<file path="config.mk">
export PLATFORM = sky130hd
export DESIGN_NAME = uart_tx_sched
export DESIGN_NICKNAME = d
export VERILOG_FILES = /design/src/rtl/uart_tx_sched.sv
export SDC_FILE = /design/constraint.sdc
export NUM_CORES = 1
export LEC_CHECK = 0
export CAP_MARGIN = 20
export CORE_ASPECT_RATIO = 1.75
export CORE_MARGIN = 10
export CORE_UTILIZATION = 40
export DETAILED_ROUTE_END_ITERATION = 7
export PLACE_DENSITY = 0.85
export SETUP_SLACK_MARGIN = 0.15
export SLEW_MARGIN = 20
export SYNTH_ARGS = -nofsm -noshare
export SYNTH_HDL_FRONTEND = slang
export SYNTH_SLANG_ARGS = --single-unit
</file>
<file path="constraint.sdc">
create_clock -name clk -period 1.93 [get_ports clk]
set_input_delay 0.4825 -clock clk [delete_from_list [all_inputs] [get_ports clk]]
set_output_delay 0.4825 -clock clk [all_outputs]
set_load 0.02 [all_outputs]
</file>
<file path="src/rtl/uart_tx_sched.sv">
// rtl/uart_tx_sched.sv - round-robin scheduler sharing one uart_tx among NUM_REQ byte-stream requesters
// Optional idle-in-message watchdog: define UART_SCHED_TIMEOUT_EN.
module uart_tx_sched #(
    parameter int NUM_REQ        = 4,
    parameter int TIMEOUT_CYCLES = 4096
) (
    input  logic                 clk,
    input  logic                 rst_n,
    input  logic [NUM_REQ-1:0]   req_valid,
    input  logic [8*NUM_REQ-1:0] req_byte,
    input  logic [NUM_REQ-1:0]   req_last,
    output logic [NUM_REQ-1:0]   req_ready,
    output logic [NUM_REQ-1:0]   grant,
    output logic                 tx_data_ready,
    output logic [7:0]           tx_byte,
    input  logic                 tx_trans_active,
    input  logic                 tx_done_sig,
    output logic                 busy,
    output logic                 timeout_err
);
    localparam int PW = $clog2(NUM_REQ);

    typedef enum logic [1:0] {IDLE, FETCH, SEND, WAIT_DONE} state_t;

    state_t             state_q, state_d;
    logic [PW-1:0]      ptr_q, ptr_d;
    logic [PW-1:0]      gidx_q, gidx_d;
    logic [NUM_REQ-1:0] grant_q, grant_d;
    logic               last_q, last_d;
    logic [7:0]         tx_byte_q, tx_byte_d;
    logic               tx_data_ready_q, tx_data_ready_d;
    logic               timeout_err_q, timeout_err_d;

    logic               pick_found;
    logic [PW-1:0]      pick_idx;
    logic [PW:0]        cand;
    logic [PW-1:0]      gidx_inc;
    logic               grant_valid;
    logic               handshake;
    logic               wd_abort;

    // First requesting index at or above ptr, wrapping at NUM_REQ.
    always_comb begin
        pick_found = 1'b0;
        pick_idx   = '0;
        cand       = '0;
        for (int k = 0; k < NUM_REQ; k++) begin
            cand = {1'b0, ptr_q} + (PW+1)'(k);
            if (cand >= (PW+1)'(NUM_REQ)) begin
                cand = cand - (PW+1)'(NUM_REQ);
            end
            if (!pick_found && req_valid[cand[PW-1:0]]) begin
                pick_found = 1'b1;
                pick_idx   = cand[PW-1:0];
            end
        end
    end

    assign gidx_inc    = (gidx_q == PW'(NUM_REQ-1)) ? '0 : gidx_q + 1'b1;
    assign grant_valid = |(req_valid & grant_q);
    assign handshake   = (state_q == FETCH) && grant_valid && !tx_trans_active;

`ifdef UART_SCHED_TIMEOUT_EN
    localparam int CW = (TIMEOUT_CYCLES > 1) ? $clog2(TIMEOUT_CYCLES) : 1;

    logic [CW-1:0] wd_cnt_q, wd_cnt_d;

    assign wd_abort = (state_q == FETCH) && !grant_valid && (wd_cnt_q == CW'(TIMEOUT_CYCLES-1));

    // Counts stalled FETCH cycles; any exit from FETCH or an accepted byte restarts it.
    always_comb begin
        wd_cnt_d = '0;
        if ((state_q == FETCH) && !handshake && !wd_abort) begin
            wd_cnt_d = grant_valid ? wd_cnt_q : wd_cnt_q + 1'b1;
        end
    end

    always_ff @(posedge clk or negedge rst_n) begin
        if (!rst_n) begin
            wd_cnt_q <= '0;
        end else begin
            wd_cnt_q <= wd_cnt_d;
        end
    end
`else
    assign wd_abort = 1'b0;
`endif

    always_comb begin
        state_d         = state_q;
        ptr_d           = ptr_q;
        gidx_d          = gidx_q;
        grant_d         = grant_q;
        last_d          = last_q;
        tx_byte_d       = tx_byte_q;
        tx_data_ready_d = tx_data_ready_q;
        timeout_err_d   = 1'b0;
        case (state_q)
            IDLE: begin
                if (pick_found) begin
                    grant_d = NUM_REQ'(1) << pick_idx;
                    gidx_d  = pick_idx;
                    state_d = FETCH;
                end
            end
            FETCH: begin
                if (handshake) begin
                    tx_byte_d       = req_byte[{gidx_q, 3'b000} +: 8];
                    last_d          = |(req_last & grant_q);
                    tx_data_ready_d = 1'b1;
                    state_d         = SEND;
                end else if (wd_abort) begin
                    timeout_err_d = 1'b1;
                    grant_d       = '0;
                    ptr_d         = gidx_inc;
                    state_d       = IDLE;
                end
            end
            SEND: begin
                if (tx_trans_active) begin
                    tx_data_ready_d = 1'b0;
                    state_d         = WAIT_DONE;
                end
            end
            WAIT_DONE: begin
                if (tx_done_sig) begin
                    if (last_q) begin
                        grant_d = '0;
                        ptr_d   = gidx_inc;
                        state_d = IDLE;
                    end else begin
                        state_d = FETCH;
                    end
                end
            end
            default: state_d = IDLE;
        endcase
    end

    always_ff @(posedge clk or negedge rst_n) begin
        if (!rst_n) begin
            state_q         <= IDLE;
            ptr_q           <= '0;
            gidx_q          <= '0;
            grant_q         <= '0;
            last_q          <= 1'b0;
            tx_byte_q       <= 8'h00;
            tx_data_ready_q <= 1'b0;
            timeout_err_q   <= 1'b0;
        end else begin
            state_q         <= state_d;
            ptr_q           <= ptr_d;
            gidx_q          <= gidx_d;
            grant_q         <= grant_d;
            last_q          <= last_d;
            tx_byte_q       <= tx_byte_d;
            tx_data_ready_q <= tx_data_ready_d;
            timeout_err_q   <= timeout_err_d;
        end
    end

    assign req_ready     = ((state_q == FETCH) && !tx_trans_active) ? grant_q : '0;
    assign grant         = grant_q;
    assign tx_data_ready = tx_data_ready_q;
    assign tx_byte       = tx_byte_q;
    assign busy          = (state_q != IDLE);
    assign timeout_err   = timeout_err_q;

endmodule

</file>
Yosys cells after proc, flatten, opt, wreduce, memory -nomap -nowiden
Cells that the tools add are included.
{"block": "word_totals", "regBits": 20, "in_bits": 44, "output_inout_bits": 19, "word_cells": 93}
{"block": "classes", "addsub": 8, "n_lt_le_gt_ge": 8, "n_eq_ne": 9, "n_shift": 2, "n_mux": 35, "n_bitwise": 2, "reduce_logical": 22}
{"op": "$shiftx A32 B6 Y8", "count": 1}
{"op": "$mux W2", "count": 13}
{"op": "$mux W4", "count": 4}
{"op": "$lt A2 B3 Y1 const B", "count": 4}
{"op": "$mux W1", "count": 11}
{"op": "$ne A2 B2 Y1 const B", "count": 5}
{"op": "$ge A3 B3 Y1 const B", "count": 3}
{"op": "$and A4 B4 Y4", "count": 2}
{"op": "$bmux W1 S2", "count": 4}
{"op": "$pmux W2 S4", "count": 1}
{"op": "$pmux W4 S2", "count": 1}
{"op": "$reduce_and A4 Y1", "count": 2}
{"op": "$reduce_or A4 Y1", "count": 2}
{"op": "$sub A2 B1 Y2 const B", "count": 4}
{"op": "$add A2 B2 Y3 const B", "count": 2}
{"op": "$eq A2 B2 Y1 const B", "count": 3}
{"op": "$logic_and A1 B1 Y1", "count": 6}
{"op": "$reduce_and A3 Y1", "count": 2}
{"op": "$reduce_bool A2 Y1", "count": 3}
{"op": "$logic_not A1 Y1", "count": 4}
{"op": "$reduce_and A2 Y1", "count": 2}
{"op": "$shl A1 B2 Y4 const A", "count": 1}
{"op": "$add A2 B1 Y3 const B", "count": 1}
{"op": "$ge A2 B3 Y1 const B", "count": 1}
{"op": "4 further kinds", "count": 4}

Depth between registers and ports, before layout
Gate-level depths: netlist (run 1).
{"block": "logic_depth", "ltp_word": 17, "mapped_depth": 6, "ltp_nobuf": 6}

Worst setup path after synthesis (run 1)
OpenSTA, ideal clock, no wires.
{"block": "synth_timing", "path_kind": "input-to-reg", "start": "in req_valid[0]", "end": "reg state_q[1]", "setup_time_ns": 0.125, "arrival_time_ns": 1.605, "t_required_ns": 1.805, "setup_slack_ns": 0.200, "stages": 4, "path_buffers": 0, "cell_sequence": "or4_4 -> or2_1 -> nand3_2 -> mux2_4"}
{"block": "synth_between", "elab_chain_len": 14, "elab_cells_between_ends": 25, "classes_between": "2 x eq/ne; 12 x mux; 1 x bitwise; 10 x reduce/logical"}
{"element": "from (decl)", "line_no": "9", "source": "input logic [NUM_REQ-1:0] req_valid,"}
{"element": "$bmux W1 S2", "line_no": "52", "source": "if (!pick_found && req_valid[cand[PW-1:0]]) begin"}
{"element": "$mux W1 (implied by the code)", "line_no": "52"}
{"element": "$mux W1", "line_no": "52"}
{"element": "$logic_not A1 Y1", "line_no": "52"}
{"element": "$logic_and A1 B1 Y1", "line_no": "52"}
{"element": "$mux W1", "line_no": "52"}
{"element": "$logic_not A1 Y1", "line_no": "52"}
{"element": "$logic_and A1 B1 Y1", "line_no": "52"}
{"element": "$mux W1", "line_no": "52"}
{"element": "$logic_not A1 Y1", "line_no": "52"}
{"element": "$logic_and A1 B1 Y1", "line_no": "52"}
{"element": "$mux W1", "line_no": "52"}
{"element": "$ne A2 B2 Y1 (no line)"}
{"element": "$reduce_and A4 Y1 (no line) *"}
{"element": "to (signal assigned)", "line_no": "151", "source": "state_q <= state_d;"}
{"element": "to (decl)", "line_no": "25", "source": "state_t state_q, state_d;"}
Mark *: on every way between the ends. The rest lies on a longest branch, timed or not. The select of a mux whose other input is x is not followed.
A chain may end at the register's enable or synchronous reset.

Worst setup path in the final report (run 1)
{"block": "layout_timing", "start": "reg state_q[0]", "end": "out req_ready[0]"}
{"block": "layout_between", "elab_chain_len": 3}
{"element": "$eq A2 B1 Y1", "line_no": "162", "source": "assign req_ready = ((state_q == FETCH) && !tx_trans_active) ? grant_q : '0;"}
{"element": "$logic_and A1 B1 Y1", "line_no": "162"}
{"element": "$mux W4", "line_no": "162"}
{"element": "to (decl)", "line_no": "12", "source": "output logic [NUM_REQ-1:0] req_ready,"}
Every way passes these cells.

==> results.json, run 1 <==
{
  "outcome": "finished, final reports clean",
  "first_iter_violations": 32,
  "hpwl_mm": 3.709,
  "fin_skew_ps": 5.629,
  "timing.critical_path.buf_inv": 1,
  "min_to": "tx_byte[2]",
  "ys_warn_count": 0,
  "cts_buffers": 3,
  "whs_path_depth": 1,
  "nets": 243,
  "crit_path_start_kind": "flip-flop",
  "drc": 0,
  "chipHeight_um": 94.72,
  "via_per_inst": 5.381,
  "total_power_w": 0.003107,
  "vias": 1270,
  "multiInputGateArea_um2": 805.8,
  "utilization_pct": 71.62,
  "r2r-start": "state_q[0]",
  "ir_worst_vdd_mv": 0.8056,
  "critical_path.slowest_cell": "dfrtp_1",
  "drv_cap": 0,
  "path_cells": "ha_4, and2b_2, and2_4, buf_6",
  "syn-num-nets": 160,
  "finalCriticalPeriod_ps": 1859,
  "place_area_um2": 2079,
  "grt_max_degree": 21,
  "synth_edf_count": 0,
  "routed_wl_mm": 4.686,
  "ctsHtreeMaxLevel": 1,
  "synth.area.top_cells": "dfrtp_1 (39%), mux4_2 (14%), mux2_2 (8.8%)",
  "std_cell_rows": 27,
  "start_util_pct": 41.06,
  "final_hold_viol_count": 0,
  "path_depth": 4,
  "ys_types": 39,
  "synth_top_area_share_pct": 39.22,
  "wl_per_cell_um": 19.86,
  "rsz0062_at_grt": "yes",
  "antenna_left": 0,
  "dp.cells": 231,
  "clk_pin_slew_ps": 80,
  "cp_max_fo": 5,
  "final_cell_area_um2": 2226,
  "layout.cells.non_filler": 236,
  "yosys.area.top_type": "dfrtp_1",
  "antenna_found_initial": 0,
  "reg2reg_depth": 8,
  "io_buffer_count": 61,
  "drv_slew": 0,
  "hold_start": "tx_byte[2]",
  "fp.dieArea_um2": 5939,
  "final-seq-area_um2": 500.5,
  "fin_crit_sh_pct": 96.33,
  "arrival_ps": 1380,
  "p_per_area_nw_per_um2": 1396,
  "num-fill-cells": 228,
  "grt_pass1_wl_mm": 7.196,
  "ios": 63,
  "core_area_um2": 3108,
  "hp-class": "reg -> reg",
  "async_flop_share_pct": 100.0,
  "clock.fmax_mhz": 537.9,
  "grt_overflow": 0,
  "max_stage_delay_ps": 430,
  "grt_use_total_pct": 15.11,
  "synth_cells": 111,
  "grt_pass1_vias": 1470,
  "hold_ws_ps": 518.6,
  "r2r-end": "state_q[1]",
  "dr.pass1.iters": 4,
  "worstSetupEndpointType": "output port",
  "synth-main-ff-cell": "dfrtp_1",
  "die-width_um": 62.70,
  "place_congestion": 0.8882,
  "p_leak_nw": 0.9606,
  "finalSetupViolCount": 0,
  "diodes": 0,
  "clk_path_buf_depth": 2,
  "synth_common_cells": "dfrtp_1 (20), mux2_2 (10), mux4_2 (8), nand2_1 (8), inv_1 (6)",
  "cp_top_family": "flip-flops",
  "ys_seq_area_share_pct": 39.22,
  "r2r_slack_ps": 200,
  "insertion_delay_ps": 270,
  "cts_sinks": 20,
  "cts_tree": "done",
  "yosysMostFrequentCell": "dfrtp_1",
  "synth-seq-cells": 20,
  "drive_above_1_share_pct": 33.16,
  "syn_area_um2": 1276,
  "setup.worst_path.class": "reg -> out",
  "cts-root-buf": "clkbuf_8",
  "areaGrowthSynthToFinish_pct": 74.41,
  "avgSynthCellArea_um2": 11.50,
  "required_ps": 1450,
  "hold_buffers": 0
}
## flip-flops by register name (all words and copies together) (netlist names)
name and flops:
grant 4, gidx_q 2, tx_byte 8, tx_data_ready 1
ptr_q 2, last_q 1, state_q 2
## layout make-up
class | count | area share [%]
Timing Repair Buffer | 81 | 34.57
Clock buffer | 3 | 1.855
Clock inverter | 1 | 1.349
Sequential cell | 20 | 22.48
Inverter | 6 | 1.124
Multi-Input combinational cell | 82 | 36.20
Tap cell | 43 | 2.417
## per-stage QoR
| step | setup TNS, ps | setup slack [ps] |
|---|---|---|
| global placement | -4172 | -408.1 |
| finish | 0 | 70.78 |
| detailed placement | -5077 | -475.3 |
| global route | 0 | 45.59 |
| CTS | 0 | 106.4 |
| floorplan | 0 | 199.9 |
## what timing repair did
item                       4_1_cts  5_1_grt
setup endpoints to repair       24        8
setup buffers                    1        0
pin swaps                        6        0
resized for setup               51        6
## layout by cell type (no fill, tap or decap), types with 2 or more instances in the layout
cell,Yosys,routed
a21oi_1,3,3
a22oi_1,4,3
a31oi_1,2,2
a32o_1,2,2
and2_1,5,2
and2_4,0,3
buf_4,1,20
buf_6,0,4
clkbuf_8,0,3
clkdlybuf4s50_1,0,45
dfrtp_1,20,20
dlygate4sd2_1,0,9
dlymetal6s2s_1,0,2
ha_1,5,3
ha_4,0,2
inv_1,6,4
mux2_2,10,10
mux4_2,8,8
nand2_1,8,8
nand2b_1,2,2
nor2_1,5,5
o21ai_0,3,3
o31ai_1,2,2
or2b_1,2,2
## per-layer routing
| layer | track usage, % | routed length, µm | vias to the layer above | part of all wire, % |
|---|---|---|---|---|
| li1 | - | - | 584 | - |
| met1 | 12.66 | 1538 | 625 | 33 |
| met2 | 32.30 | 2851 | 50 | 61 |
| met3 | 3.081 | 186 | 11 | 4.0 |
| met4 | 6.554 | 109 | 0 | 2.3 |
| met5 | 0 | 0 | - | 0 |
## where the power goes
part / internal [W] / leakage (nW) / switching (W)
sequential: 0.000621 / 0.243 / 0.000196
clock: 0.000277 / 0.0357 / 0.000154
combinational: 0.00100 / 0.682 / 0.000855
total: 0.00190 / 0.961 / 0.00121
## worst max path at each step
stage	startpoint	to	slack, ps
2_1_floorplan	req_valid[0]	state_q[1]	200
3_3_place_gp	tx_trans_active	req_ready[2]	-410
3_5_place_dp	tx_trans_active	req_ready[0]	-480
4_1_cts	state_q[0]	req_ready[0]	110
5_1_grt	state_q[0]	req_ready[0]	50
6_report	state_q[0]	req_ready[0]	70
## cells by family after synthesis
| kind of cell | after synthesis | synth area share (%) |
|---|---|---|
| AOI/OAI and AO/OA | 24 | 13.92 |
| adders and majority gates | 5 | 4.902 |
| buffers and inverters | 9 | 3.039 |
| DFF | 20 | 39.22 |
| muxes | 19 | 24.12 |
| other | 1 | 0.2938 |
| and+or+nand+nor | 33 | 14.51 |
Power figures use the tool's default switching activity.
==> inputs of run 2 (changes only) <==
--- a/config.mk
+++ b/config.mk
@@ -6,9 +6,11 @@
 export NUM_CORES = 1
 export LEC_CHECK = 0
 export CAP_MARGIN = 20
+export CELL_PAD_IN_SITES_DETAIL_PLACEMENT = 2
+export CELL_PAD_IN_SITES_GLOBAL_PLACEMENT = 2
 export CORE_ASPECT_RATIO = 1.75
 export CORE_MARGIN = 10
-export CORE_UTILIZATION = 40
+export CORE_UTILIZATION = 24
 export DETAILED_ROUTE_END_ITERATION = 7
 export PLACE_DENSITY = 0.85
 export SETUP_SLACK_MARGIN = 0.15
==> run 2 against run 1 <==
Clock power is 22% lower; via count rose by 2.7%; largest cell class is now buffers; critical path depth grew 1; worst setup slack worse by 13 ps; sequential power up 0.5%; critical endpoint is now req_ready[2]; clock skew down 1.9 ps.
==> results.json, run 2 (synthesis gave the netlist of run 1 again) <==
{
  "outcome": "finished, final reports clean",
  "ir_worst_vdd_mv": 0.4948,
  "final_cell_mix": "clkdlybuf4s50_1 (40), buf_4 (21), dfrtp_1 (20), mux2_2 (10), dlygate4sd2_1 (10)",
  "cp-startpoint": "state_q[1]",
  "drive_above_1_share_pct": 34.18,
  "place_congestion": 0.7900,
  "cts_tree": "done",
  "cts-root-buf": "clkbuf_8",
  "finalSetupViolCount": 0,
  "fin_skew_ps": 3.687,
  "path_cells": "inv_2, ha_4, and2b_2, and2_4, buf_6",
  "fin_crit_sh_pct": 97.01,
  "areaGrowthSynthToFinish_pct": 77.45,
  "clock.fmax_mhz": 534.1,
  "core_area_um2": 5211,
  "chipHeight_um": 116.5,
  "cp_top_family": "simple AND/OR/NAND/NOR gates",
  "total_power_w": 0.003157,
  "r2r-start": "state_q[0]",
  "antenna_found_initial": 0,
  "via_per_inst": 5.195,
  "drv_cap": 0,
  "crit_path_start_kind": "flip-flop",
  "finalCriticalPeriod_ps": 1872,
  "ios": 63,
  "grt_overflow": 0,
  "r2r_slack_ps": 150,
  "r2r-end": "state_q[1]",
  "grt.busiest_layer": "met2",
  "ctsHtreeMaxLevel": 1,
  "cp_max_fo": 5,
  "use_met3_pct": 2.721,
  "antenna_left": 0,
  "final_common_cell": "clkdlybuf4s50_1",
  "clk_path_buf_depth": 2,
  "hold_start": "tx_byte[5]",
  "grt_use_met1_pct": 11.96,
  "worstSetupEndpointType": "output port",
  "io_buffer_count": 61,
  "whs_path_depth": 1,
  "cts_buffers": 3,
  "grt_pass1_wl_mm": 8.790,
  "arrival_ps": 1390,
  "drc": 0,
  "insertion_delay_ps": 270,
  "routed_wl_mm": 5.771,
  "dp.cells": 245,
  "wl_per_cell_um": 22.99,
  "dr.pass1.iters": 3,
  "fp.dieArea_um2": 8749,
  "hpwl_mm": 4.880,
  "first_iter_violations": 37,
  "layout.cells.non_filler": 251,
  "critical_path.slowest_cell": "dfrtp_1",
  "die-width_um": 75.13,
  "start_util_pct": 24.49,
  "nets": 246,
  "globalRouteMet2Util_pct": 27.47,
  "grt_use_total_pct": 13.48,
  "grt_max_degree": 21,
  "p_per_area_nw_per_um2": 1394,
  "std_cell_rows": 35,
  "diodes": 0,
  "grt_pass1_vias": 1599,
  "hp-class": "reg -> reg",
  "setup.worst_path.class": "reg -> out",
  "reg2reg_depth": 9,
  "cts_sinks": 20,
  "min_to": "tx_byte[5]",
  "largest_register_ffs": 8,
  "p_leak_nw": 1.020,
  "clk_pin_slew_ps": 80,
  "required_ps": 1450,
  "vias": 1304,
  "rsz0062_at_grt": "yes",
  "max_stage_delay_ps": 370,
  "drv_slew": 0,
  "timing.critical_path.buf_inv": 2,
  "final_hold_viol_count": 0
}
[run 2: worst reg2reg max path: cells and delay by family (launching register included)]
family / cells / cell delay (ps)
multiplexers: 1 / 300
AND/OR/NAND/NOR: 2 / 320
buffers and inverters: 5 / 500
flip-flops: 1 / 420
adder cells (fa/ha/maj): 1 / 130
[run 2: repair_timing]
item,4_1_cts,5_1_grt
gates resized for setup,52,13
gates cloned,0,0
hold buffers,0,0
buffers inserted,1,1
pin swaps,2,1
setup endpoints to repair,26,16
[run 2: stage by stage]
stage / utilization (%) / hold WS [ps] / area [µm²] / setup WS (ps) / setup TNS [ps]
2_1_floorplan: - / 186.9 / 1276 / 199.9 / 0
3_3_place_gp: 40.48 / 491.9 / 2110 / -420.8 / -5028
3_5_place_dp: 40.48 / 513.4 / 2110 / -481.9 / -6521
4_1_cts: 42.38 / 535.7 / 2208 / 60.82 / 0
5_1_grt: 43.46 / 552.6 / 2265 / 0.5350 / 0
6_report: 43.46 / 527.5 / 2265 / 57.78 / 0
[run 2: per-layer routing]
metal  part of all wire, %  vias to the layer above  wire [µm]
met2                    61                       46       3507
met4                   2.9                        0        167
met3                   4.6                       11        265
met5                     0                        -          0
met1                    32                      662       1829
li1                      -                      585          -
[run 2: area by class of cell]
cell class | instances | area, µm²
clock buffer | 4 | 55.05
fill | 549 | 2947
inverter | 6 | 25.02
multi-input combinational | 82 | 807.0
sequential | 20 | 500.5
tap | 55 | 68.82
timing repair buffer | 84 | 808.3
[run 2: how the worst max path moves through the flow]
stage | endpoint | slack (ps) | cells after the start
after floorplan | state_q[1] | 200 | 4
after global placement | req_ready[3] | -420 | 4
after detailed placement | req_ready[1] | -480 | 4
after CTS | req_ready[1] | 60 | 4
after global routing | req_ready[0] | 0.5 | 5
final | req_ready[2] | 60 | 5
[run 2: power by group]
part	internal (W)	switching, W	leakage, nW	total (W)
clock	0.000183	0.000156	0.0288	0.000338
sequential	0.000623	0.000199	0.243	0.000822
combinational	0.00106	0.000940	0.748	0.00200
==> inputs of run 3 (changes only) <==
--- a/config.mk
+++ b/config.mk
@@ -9,11 +9,12 @@
 export CELL_PAD_IN_SITES_DETAIL_PLACEMENT = 2
 export CELL_PAD_IN_SITES_GLOBAL_PLACEMENT = 2
 export CORE_ASPECT_RATIO = 1.75
-export CORE_MARGIN = 10
+export CORE_MARGIN = 2
 export CORE_UTILIZATION = 24
 export DETAILED_ROUTE_END_ITERATION = 7
 export PLACE_DENSITY = 0.85
 export SETUP_SLACK_MARGIN = 0.15
+export SKIP_LAST_GASP = 1
 export SLEW_MARGIN = 20
 export SYNTH_ARGS = -nofsm -noshare
 export SYNTH_HDL_FRONTEND = slang
==> run 3 against run 2 <==
Register-to-register slack gained 40 ps; hold slack lost 21 ps; non-clock buffer count grew 2; sequential power grew 2%; sequential share of layout area shrank 0.29 points; maximum frequency shrank 1.4%; final area grew 1.3%; combinational power is essentially flat; wire length shrank 8.3%; die area shrank 32%; clock power grew 28%.
==> results.json, run 3 (synthesis gave the netlist of run 1 again) <==
{
  "path_cells": "inv_2, ha_4, and2b_2, and2_4, buf_6",
  "final-seq-area_um2": 500.5,
  "required_ps": 1450,
  "final_hold_viol_count": 0,
  "grt_use_total_pct": 17.91,
  "grt_overflow": 0,
  "routed_wl_mm": 5.293,
  "dr.pass1.iters": 4,
  "finalCriticalPeriod_ps": 1898,
  "insertion_delay_ps": 260,
  "clk_pin_slew_ps": 80,
  "finalSetupViolCount": 0,
  "core_area_um2": 5211,
  "die-width_um": 59.13,
  "crit_path_start_kind": "flip-flop",
  "cts-root-buf": "clkbuf_8",
  "std_cell_rows": 35,
  "via_per_inst": 5.162,
  "antenna_left": 0,
  "hold_ws_ps": 507.0,
  "cts_tree": "done",
  "final_cell_mix": "clkdlybuf4s50_1 (43), buf_4 (23), dfrtp_1 (20), mux2_2 (10)",
  "fin_skew_ps": 2.433,
  "vias": 1306,
  "p_per_area_nw_per_um2": 1412,
  "total_power_w": 0.003240,
  "layout.cells.non_filler": 253,
  "antenna_found_initial": 0,
  "grt_pass1_vias": 1582,
  "nets": 248,
  "hpwl_mm": 3.966,
  "hp-class": "reg -> reg",
  "chipHeight_um": 100.5,
  "drv_cap": 0,
  "drc": 0,
  "p_leak_nw": 1.006,
  "num-fill-cells": 553,
  "hold_buffers": 0,
  "arrival_ps": 1420,
  "setup.worst_path.class": "reg -> out",
  "outcome": "finished, final reports clean",
  "worstSetupEndpointType": "output port",
  "ir_worst_vdd_mv": 0.4727,
  "clk_path_buf_depth": 2,
  "ctsHtreeMaxLevel": 1,
  "grt_pass1_wl_mm": 7.886,
  "areaGrowthSynthToFinish_pct": 79.80,
  "fp.dieArea_um2": 5940,
  "utilization_pct": 44.03,
  "rsz0062_at_grt": "yes",
  "dp.cells": 244,
  "fin_crit_sh_pct": 98.35,
  "start_util_pct": 24.49,
  "critical_path.slowest_cell": "dfrtp_1",
  "wl_per_cell_um": 20.92,
  "cts_buffers": 3,
  "clock.fmax_mhz": 526.8,
  "diodes": 0,
  "final_common_cell": "clkdlybuf4s50_1",
  "grt_max_degree": 21,
  "max_stage_delay_ps": 390,
  "tns_ps": 0,
  "drv_slew": 0,
  "drive_above_1_share_pct": 38.89,
  "multiInputGateArea_um2": 817.0,
  "first_iter_violations": 33,
  "largest_register_ffs": 8,
  "io_buffer_count": 61,
  "place_congestion": 0.7724,
  "cts_sinks": 20,
  "cp_max_fo": 5,
  "ios": 63
}
run 3: cell types whose count changed in the layout (fill, tap and decap cells not counted), moves of 2 or more:
cell | previous run | this run
a22oi_1 | 4 | 2
a22oi_2 | 0 | 2
dlymetal6s2s_1 | 6 | 4
dlygate4sd2_1 | 10 | 7
clkbuf_2 | 0 | 2
buf_4 | 21 | 23
clkdlybuf4s50_1 | 40 | 43
run 3: what timing repair did:
action	4_1_cts	5_1_grt
setup endpoints to repair	26	11
gates cloned	0	0
hold endpoints to repair	0	0
setup buffers	2	3
pin swaps	3	4
resized for setup	54	17
run 3: through the flow:
step | cell area, µm² | worst slack [ps]
3_5_place_dp | 2090 | -503.4
2_1_floorplan | 1276 | 199.9
6_report | 2295 | 31.92
5_1_grt | 2295 | -17.52
3_3_place_gp | 2090 | -414.9
4_1_cts | 2240 | 65.74
run 3: worst paths after layout:
kind	from	to	slack, ps	cells after the start
hold / removal	tx_byte[1]	tx_byte[1]	510	1
setup / recovery	state_q[1]	req_ready[2]	30	5
setup reg to reg	state_q[1]	tx_byte[6]	190	7
hold reg to reg	tx_byte[1]	tx_byte[1]	510	1
max in group asynchronous	rst_n	tx_byte[4]	1130	2
min in group asynchronous	rst_n	tx_data_ready	570	2
run 3: metal layers:
layer  vias to the layer above  part of all wire (%)  global-route usage [%]  wire length [µm]
met5                         -                     0                       0                 0
met4                         0                   1.2                   6.119                61
met3                         8                   3.3                   2.182               174
met2                        53                    64                   38.29              3376
met1                       655                    32                   15.50              1680
li1                        590                     -                       -                 -
run 3: critical path: cells and delay by family, from the launching register on:
family	cells	cell delay [ps]
adders and majority gates	1	170
DFF	1	390
and+or+nand+nor	2	400
buffers and inverters	2	190
run 3: report_power, final:
group          switching, W  leakage (nW)  total [W]  internal, W
Combinational      0.000911         0.727    0.00197      0.00106
Clock              0.000155        0.0357   0.000432     0.000277
Sequential         0.000212         0.243   0.000835     0.000622
Total               0.00128          1.01    0.00324      0.00196
run 3: cell type report:
cell class | instances | area share, %
Timing Repair Buffer | 86 | 35.39
Clock inverter | 1 | 1.309
Tap cell | 55 | 2.999
Sequential cell | 20 | 21.81
Clock buffer | 3 | 1.799
Inverter | 6 | 1.091
Multi-Input combinational cell | 82 | 35.61
